$ cat src/rtl/mult_step_sequencer.sv
// rtl/mult_step_sequencer.sv - control sequencer for an add/shift multiplier
module mult_step_sequencer #(
    parameter  int N_BITS = 8,
    localparam int CW     = $clog2(N_BITS + 1)
) (
    input  logic          Clk,
    input  logic          Reset,
    input  logic          Run,
    input  logic          M,
    output logic          clr_ld,
    output logic          add_en,
    output logic          sub_en,
    output logic          shift_en,
    output logic [CW-1:0] step_cnt,
    output logic          last_step,
    output logic          busy,
    output logic          done
);

    localparam logic [CW-1:0] LAST_IDX = CW'(N_BITS - 1);

    typedef enum logic [2:0] {
        IDLE  = 3'd0,
        START = 3'd1,
        ADD   = 3'd2,
        SHIFT = 3'd3,
        DONE  = 3'd4
    } state_t;

    state_t        state_q, state_d;
    logic [CW-1:0] step_cnt_q, step_cnt_d;

    always_ff @(posedge Clk) begin
        if (Reset) begin
            state_q    <= IDLE;
            step_cnt_q <= '0;
        end else begin
            state_q    <= state_d;
            step_cnt_q <= step_cnt_d;
        end
    end

    // step_cnt is cleared on entry to START so the new operation reports step 0
    // from its first cycle; it saturates at N_BITS because SHIFT exits to DONE there.
    always_comb begin
        state_d    = state_q;
        step_cnt_d = step_cnt_q;
        case (state_q)
            IDLE: begin
                if (Run) begin
                    state_d    = START;
                    step_cnt_d = '0;
                end
            end
            START: begin
                state_d    = ADD;
                step_cnt_d = '0;
            end
            ADD: begin
                state_d = SHIFT;
            end
            SHIFT: begin
                step_cnt_d = step_cnt_q + CW'(1);
                if (step_cnt_q < LAST_IDX) begin
                    state_d = ADD;
                end else begin
                    state_d = DONE;
                end
            end
            DONE: begin
                if (!Run) begin
                    state_d = IDLE;
                end
            end
            default: begin
                state_d    = IDLE;
                step_cnt_d = '0;
            end
        endcase
    end

    assign step_cnt  = step_cnt_q;
    assign last_step = (step_cnt_q == LAST_IDX);
    assign clr_ld    = (state_q == START);
    assign add_en    = (state_q == ADD) & M & ~last_step;
    assign sub_en    = (state_q == ADD) & M & last_step;
    assign shift_en  = (state_q == SHIFT);
    assign busy      = (state_q == START) | (state_q == ADD) | (state_q == SHIFT);
    assign done      = (state_q == DONE);

endmodule
$ cat config.mk
export PLATFORM = sky130hd
export DESIGN_NAME = mult_step_sequencer
export DESIGN_NICKNAME = d
export VERILOG_FILES = /design/src/rtl/mult_step_sequencer.sv
export SDC_FILE = /design/constraint.sdc
export NUM_CORES = 1
export LEC_CHECK = 0
export BUFFER_PORTS_ARGS = -buffer_cell sky130_fd_sc_hd__buf_2
export CAP_MARGIN = 20
export CELL_PAD_IN_SITES_DETAIL_PLACEMENT = 0
export CELL_PAD_IN_SITES_GLOBAL_PLACEMENT = 1
export CORE_UTILIZATION = 34
export DETAILED_ROUTE_END_ITERATION = 10
export PLACE_DENSITY_LB_ADDON = 0.2
export SYNTH_ARGS = -nofsm -noshare
export SYNTH_HDL_FRONTEND = slang
export SYNTH_SLANG_ARGS = --single-unit
$ cat constraint.sdc
create_clock -name Clk -period 1.4 [get_ports Clk]
set_input_delay 0.21 -clock Clk [delete_from_list [all_inputs] [get_ports Clk]]
set_output_delay 0.21 -clock Clk [all_outputs]
set_load 0.05 [all_outputs]
## Word-level counts from Yosys, hierarchy flattened

Index checks and enable logic that the tools add are counted.

| storage, ports and cells | value |
|---|---|
| input port bits | 4 |
| bits in registers | 7 |

| operators by class | value |
|---|---|
| bitwise operators | 7 |
| add/sub/neg operators | 1 |
| magnitude comparators | 1 |
| reductions and logical operators | 4 |
| eq/ne operators | 7 |
| muxes and demuxes | 6 |

Operators with widths:

| operator | count |
|---|---|
| $pmux W3 S5 | 1 |
| $pmux W4 S3 | 1 |
| $mux W3 | 3 |
| $eq A3 B2 Y1 const B | 2 |
| $add A4 B1 Y4 const B | 1 |
| $eq A4 B3 Y1 const B | 1 |
| $lt A4 B3 Y1 const B | 1 |
| $mux W4 | 1 |
| $ne A2 B2 Y1 const B | 2 |
| $reduce_and A2 Y1 | 2 |
| $and A1 B1 Y1 | 3 |
| $eq A3 B1 Y1 const B | 1 |
| $eq A3 B3 Y1 const B | 1 |
| $logic_not A3 Y1 | 1 |
| $not A1 Y1 | 2 |
| $or A1 B1 Y1 | 2 |
| $reduce_or A2 Y1 | 1 |

## Depth between registers and ports, before layout

Gate-level depths: netlist of run 1.

| logic depth | value |
|---|---|
| depth after elaboration | 4 |
| depth in mapped cells | 5 |

## Worst setup path before layout of run 1

OpenSTA, ideal clock, no wires.

| timing path | value |
|---|---|
| path kind | register to output |
| start | register step_cnt_q[0] (netlist: step_cnt[0]) |
| end | output add_en |
| slack | -987 ps |
| stages on the path, launching flop included | 5 |
| arrival time | 2177 ps |
| cell sequence | dfxtp_1 ha_1 nand2_1 nor2_1 nor2_1 |

| between the ends | value |
|---|---|
| longest elaborated chain between the ends | 3 |

RTL lines:

| element | RTL line | text |
|---|---|---|
| from (decl) | 31 | `logic [CW-1:0] step_cnt_q, step_cnt_d;` |
| from (signal assigned) | 39 | `step_cnt_q <= step_cnt_d;` |
| $eq A4 B3 Y1 | 83 | `assign last_step = (step_cnt_q == LAST_IDX);` |
| via last_step | 15 | `output logic last_step,` |
| $not A1 Y1 | 85 | `assign add_en = (state_q == ADD) & M & ~last_step;` |
| $and A1 B1 Y1 | 85 |  |
| to (decl) | 11 | `output logic add_en,` |

The timed path passes the listed nets, and every way through them passes these cells.

## Worst setup path in the final report of run 1

| timing path | value |
|---|---|
| start | register state_q[1] |
| end | output add_en |

| between the ends | value |
|---|---|
| longest elaborated chain between the ends | 3 |

RTL lines:

| element | RTL line | text |
|---|---|---|
| from (decl) | 30 | `state_t state_q, state_d;` |
| from (signal assigned) | 38 | `state_q <= state_d;` |
| $eq A3 B2 Y1 | 85 |  |
| $and A1 B1 Y1 (2 in series) | 85 |  |

No other way between the ends.

==> reports/metrics.csv, run 1 <==
metric;value;unit
total track usage;0.1918;
initial cell density of the core;0.3656;
global-route wire length before repair;1959;um
LEAKAGE;0.3262;nW
Worst Path Buf+Inv;2;
Placer Congestion;0.7400;
post-synthesis sequential area ratio;0.2909;
Setup CP Type;reg2out;
Num CTS Buffers;3;
Cell Rows;13;
CORE AREA;1318;um^2
crit-path leading delay family;flip-flops;
Worst Clk Skew;0.002512;ns
clock root cell;clkbuf_4;
crit path time final;1.440;ns
Wirelength per Cell;13.60;um
final worst slack;-0.03970;ns
pin count of the biggest net entering global routing;10;
commonest non-fill, non-tap cell in the layout;buf_4;
area of the multi-input gates;351.6;um^2
Fmax;0.6946;GHz
clock sink total;7;
Crit Reg-Reg Startpoint;state_q[2];
synth top area cells;dfxtp_1 29%, a211oi_1 4.7%, a21boi_2 4.7%, a21o_1 4.7%, buf_6 4.7%;
startpoint types;flop;
Mapped Nets;62;
DR DRC count;0;
IO Pins;15;
Synth Register Bits;7;
vias in the first global route;446;
Clk Latency, worst-skew pair;0.26;ns
Slowest-stage cell, CP;dfxtp_4;
Synth Instances;57;
CP Launch Point;state_q[1];
port buffer count;14;
Die Y;39.64;um
Slew HR;0.7615;
worst hold slack;0.2178;ns
post-synth top area share;0.2909;
vias per cell;5.617;
Final Hold Viols;0;
RSZ-0062 raised after global routing;yes;
Yosys cell types;29;
maximum VDD drop;581.9;uV
chip width;39.64;um
Synth-to-Final Area Change;53.77;%
vias;528;
final design utilization;0.5622;
Post-DP HPWL;883.9;um
Fill cells;119;
Ys Warns;0;
htree depth;1;
CTS tree;done;
Ant. Diodes;0;
total gr overflow;0;
Critical Path End;add_en;
CP endpoint kind;primary output;
Min-Delay Path Class;in2reg;
Final Net Count;85;
FF-to-FF End;step_cnt[2];
first-pass detailed-route iteration total;4;
crit path DAT;1.23;ns
r2r setup slk;0.11;ns
Pwr Density;783.0;nW/um^2
Max Cap Viol;0;
Max Transition Viols Final;0;
initial antenna violation count;0;
syn avg cell area;8.451;um^2
die footprint;1571;um^2
worst-path cell chain;nand4_1, buf_4, nor2_4, buf_8;
failing checks;negative setup slack;
CP required;1.19;ns
Least-Margin Pin Slew;0.3577;ns
setup violators final;3;
most frequent cells in the layout;12 x buf_4, 7 x buf_2, 4 x dfxtp_4;
post-synth top area cell;dfxtp_1;
Worst-path clk slew;0.06;ns
Power, Total;0.5800;mW
share of cells above drive strength 1;0.6329;
crit-path max cell delay;0.38;ns
register area;158.9;um^2
Syn Std Cell Area;481.7;um^2
CTS Buffer Depth;2;
DRT antenna net count;0;
final wirelength;1278;um
status;finished, violations left;
R2R cell count;5;
Crit path depth;4;
1st-iter DRT viols;4;
final worst-path cycle share;1.028;
CP max FO;7;
-- power breakdown --
group | internal (mW) | switching, mW
clock network | 0.110 | 0.0859
registers | 0.205 | 0.0116
logic | 0.0631 | 0.105
total | 0.378 | 0.202
-- state kept, by name, summed over array words and instances, names as in the netlist --
| name | flops |
|---|---|
| step_cnt | 4 |
| state_q | 3 |
-- cell usage after synthesis --
cell type  count
a21oi_1        1
nand3_1        1
nor4_1         1
dfxtp_1        7
and3b_1        1
buf_4          2
a31oi_1        1
inv_1          2
nor4b_1        1
nand4_1        1
a32oi_1        1
and3_1         1
nand2_1        3
buf_6          2
o2111ai_1      2
or3_1          1
buf_2          1
nand2b_1       1
ha_1           1
or3b_4         1
a21boi_2       2
o21ai_1        2
nor2_1         6
nor3_1         4
a211oi_1       3
o31ai_1        2
nor3b_2        1
a21oi_2        2
a21o_1         3
-- through the flow --
stage               setup TNS, ns  cells  worst slack [ns]  area (um^2)
finish                   -0.05592     94          -0.03970        740.7
global route              -0.2459     94           -0.1065        740.7
global placement                0     86           0.05440        616.8
detailed placement              0     86           0.01564        616.8
floorplan                 -0.2330     57          -0.06869        539.3
CTS                       -0.1177     93          -0.06599        711.9
-- per-layer routing --
metal  routed length [um]  global-route usage  vias to the layer above  part of all wire
li1                     -                   -                      259                 -
met1                  562              0.2245                      250              0.44
met2                  634              0.3115                       15              0.50
met3                   51             0.03409                        4             0.040
met4                   29              0.1293                        0             0.023
met5                    0                   0                        -                 0
-- cell type report --
class	count	share of cell area
clock buffer	4	0.03547
inverter	2	0.01014
multi-input combinational	43	0.4747
sequential	7	0.2145
tap	15	0.02534
timing repair buffer	23	0.2399
-- timing repair --
item                                    CTS  global route
pin swaps                                 4             2
gates resized for setup                  15            10
hold buffers                              0             0
buffers inserted                          3             1
endpoints found under the setup margin    7             7
-- kinds of logic (layout without fill, tap and decap cells) --
family,Yosys count,after routing,share of synthesized area
buf+inv,7,29,0.1039
compound gates,19,19,0.3065
fa+ha+maj,1,1,0.02597
simple gates,23,23,0.2728
flops,7,7,0.2909
-- worst min-delay path by stage --
stage / startpoint / endpoint / slack (ns) / depth (start not counted)
after floorplan: Reset / state_q[2] / 0.28 / 1
after global placement: Reset / state_q[0] / 0.49 / 2
after detailed placement: Reset / state_q[2] / 0.49 / 2
after CTS: Reset / state_q[2] / 0.21 / 2
after global routing: Reset / state_q[0] / 0.23 / 2
final: Reset / state_q[2] / 0.22 / 2
No activity file was read; power rests on OpenSTA's default activity.
==> inputs of run 2 (changes only) <==
- TNS_END_PERCENT: unset -> 30
==> reports/metrics.csv, run 2 (synthesized netlist as in run 1, its figures left out) <==
metric;value;unit
final worst slack;-0.05761;ns
port buffer count;14;
total track usage;0.1948;
register area;155.1;um^2
Cell Rows;13;
Pwr Density;774.6;nW/um^2
post-route cell area;738.2;um^2
most frequent cells in the layout;10 x buf_4, 8 x buf_2, 5 x buf_6;
total gr overflow;0;
clock root cell;clkbuf_4;
final worst-path cycle share;1.041;
RSZ-0062 raised after global routing;yes;
Largest register FFs;4;
CORE AREA;1318;um^2
Max Transition Viols Final;0;
IO Pins;15;
Area after DPL;626.9;um^2
Cells on Worst Hold Path;2;
Die Y;39.64;um
crit path DAT;1.25;ns
chip width;39.64;um
clock sink total;7;
initial cell density of the core;0.3656;
DRT antenna net count;0;
CP required;1.19;ns
Fill cells;124;
vias in the first global route;488;
Final Hold Viols;0;
crit path time final;1.458;ns
Wirelength per Cell;12.48;um
failing checks;negative setup slack;
Worst Clk Skew;0.004969;ns
LEAKAGE;0.3182;nW
global-route wire length before repair;2063;um
1st-iter DRT viols;8;
fin cells;95;
worst hold slack;0.2296;ns
Clk Latency, worst-skew pair;0.26;ns
R2R cell count;4;
die footprint;1571;um^2
htree depth;1;
Placer Congestion;0.7808;
commonest non-fill, non-tap cell in the layout;buf_4;
setup violators final;2;
CTS Buffer Depth;2;
share of cells above drive strength 1;0.6125;
Slew HR;0.7535;
Setup CP Type;reg2out;
area of the multi-input gates;344.1;um^2
CP max FO;4;
Ant. Diodes;0;
CP endpoint kind;primary output;
Least-Margin Pin Slew;0.3697;ns
pin count of the biggest net entering global routing;10;
vias;503;
Worst-path clk slew;0.05;ns
CTS tree;done;
Final Net Count;86;
status;finished, violations left;
DR DRC count;0;
startpoint types;flop;
vias per cell;5.295;
maximum VDD drop;456.9;uV
first-pass detailed-route iteration total;4;
Max Cap Viol;0;
Min-Delay Path Class;in2reg;
Fmax;0.6861;GHz
dpl cells;88;
Post-DP HPWL;860.2;um
initial antenna violation count;0;
Setup WS pre-CTS;0.03339;ns
Synth-to-Final Area Change;53.25;%
final wirelength;1186;um
Num CTS Buffers;3;
## run 2: final cells by class
| type | instances | area share |
|---|---|---|
| timing repair buffer | 24 | 0.2525 |
| inverter | 2 | 0.01017 |
| clock buffer | 4 | 0.03559 |
| sequential | 7 | 0.2102 |
| tap | 15 | 0.02542 |
| multi-input combinational | 43 | 0.4661 |
## run 2: power by group
group | switching (mW) | internal, mW
Clock | 0.0826 | 0.109
Sequential | 0.0125 | 0.205
Combinational | 0.101 | 0.0608
## run 2: layer usage
layer  GRT usage  part of all wire  vias to the layer above
met3     0.01705             0.040                        2
li1            -                 -                      263
met4      0.1034            0.0042                        0
met5           0                 0                        -
met2      0.3033              0.46                       12
met1      0.2612              0.49                      226
## run 2: path summary, 6_finish.rpt
kind	from	endpoint	slack, ns
setup / recovery	state_q[2]	add_en	-0.06
hold reg to reg	step_cnt[2]	step_cnt[2]	0.50
hold / removal	Reset	state_q[2]	0.23
setup reg to reg	state_q[2]	step_cnt[3]	0.17
## run 2: critical path, stage by stage, from the launching register on
cell	delay [ns]
dfxtp_4	0.35
inv_2	0.05
nand4_1	0.17
buf_4	0.19
nor2_4	0.07
buf_6	0.15
## run 2: what timing repair did
item / 4_1_cts / 5_1_grt
cloned: 0 / 0
pin swaps: 4 / 1
resized for setup: 17 / 6
setup buffers: 3 / 0
hold buffers: 0 / 0
endpoints found under the setup margin: 6 / 6
## run 2: metrics by stage
stage	util	setup TNS (ns)	total power, mW
after floorplan	-	-0.3746	0.3321
after global placement	0.4758	0	0.3695
after detailed placement	0.4758	0	0.3687
after CTS	0.5489	-0.06950	0.5704
after global routing	0.5603	-0.3127	0.6018
final	0.5603	-0.07443	0.5718
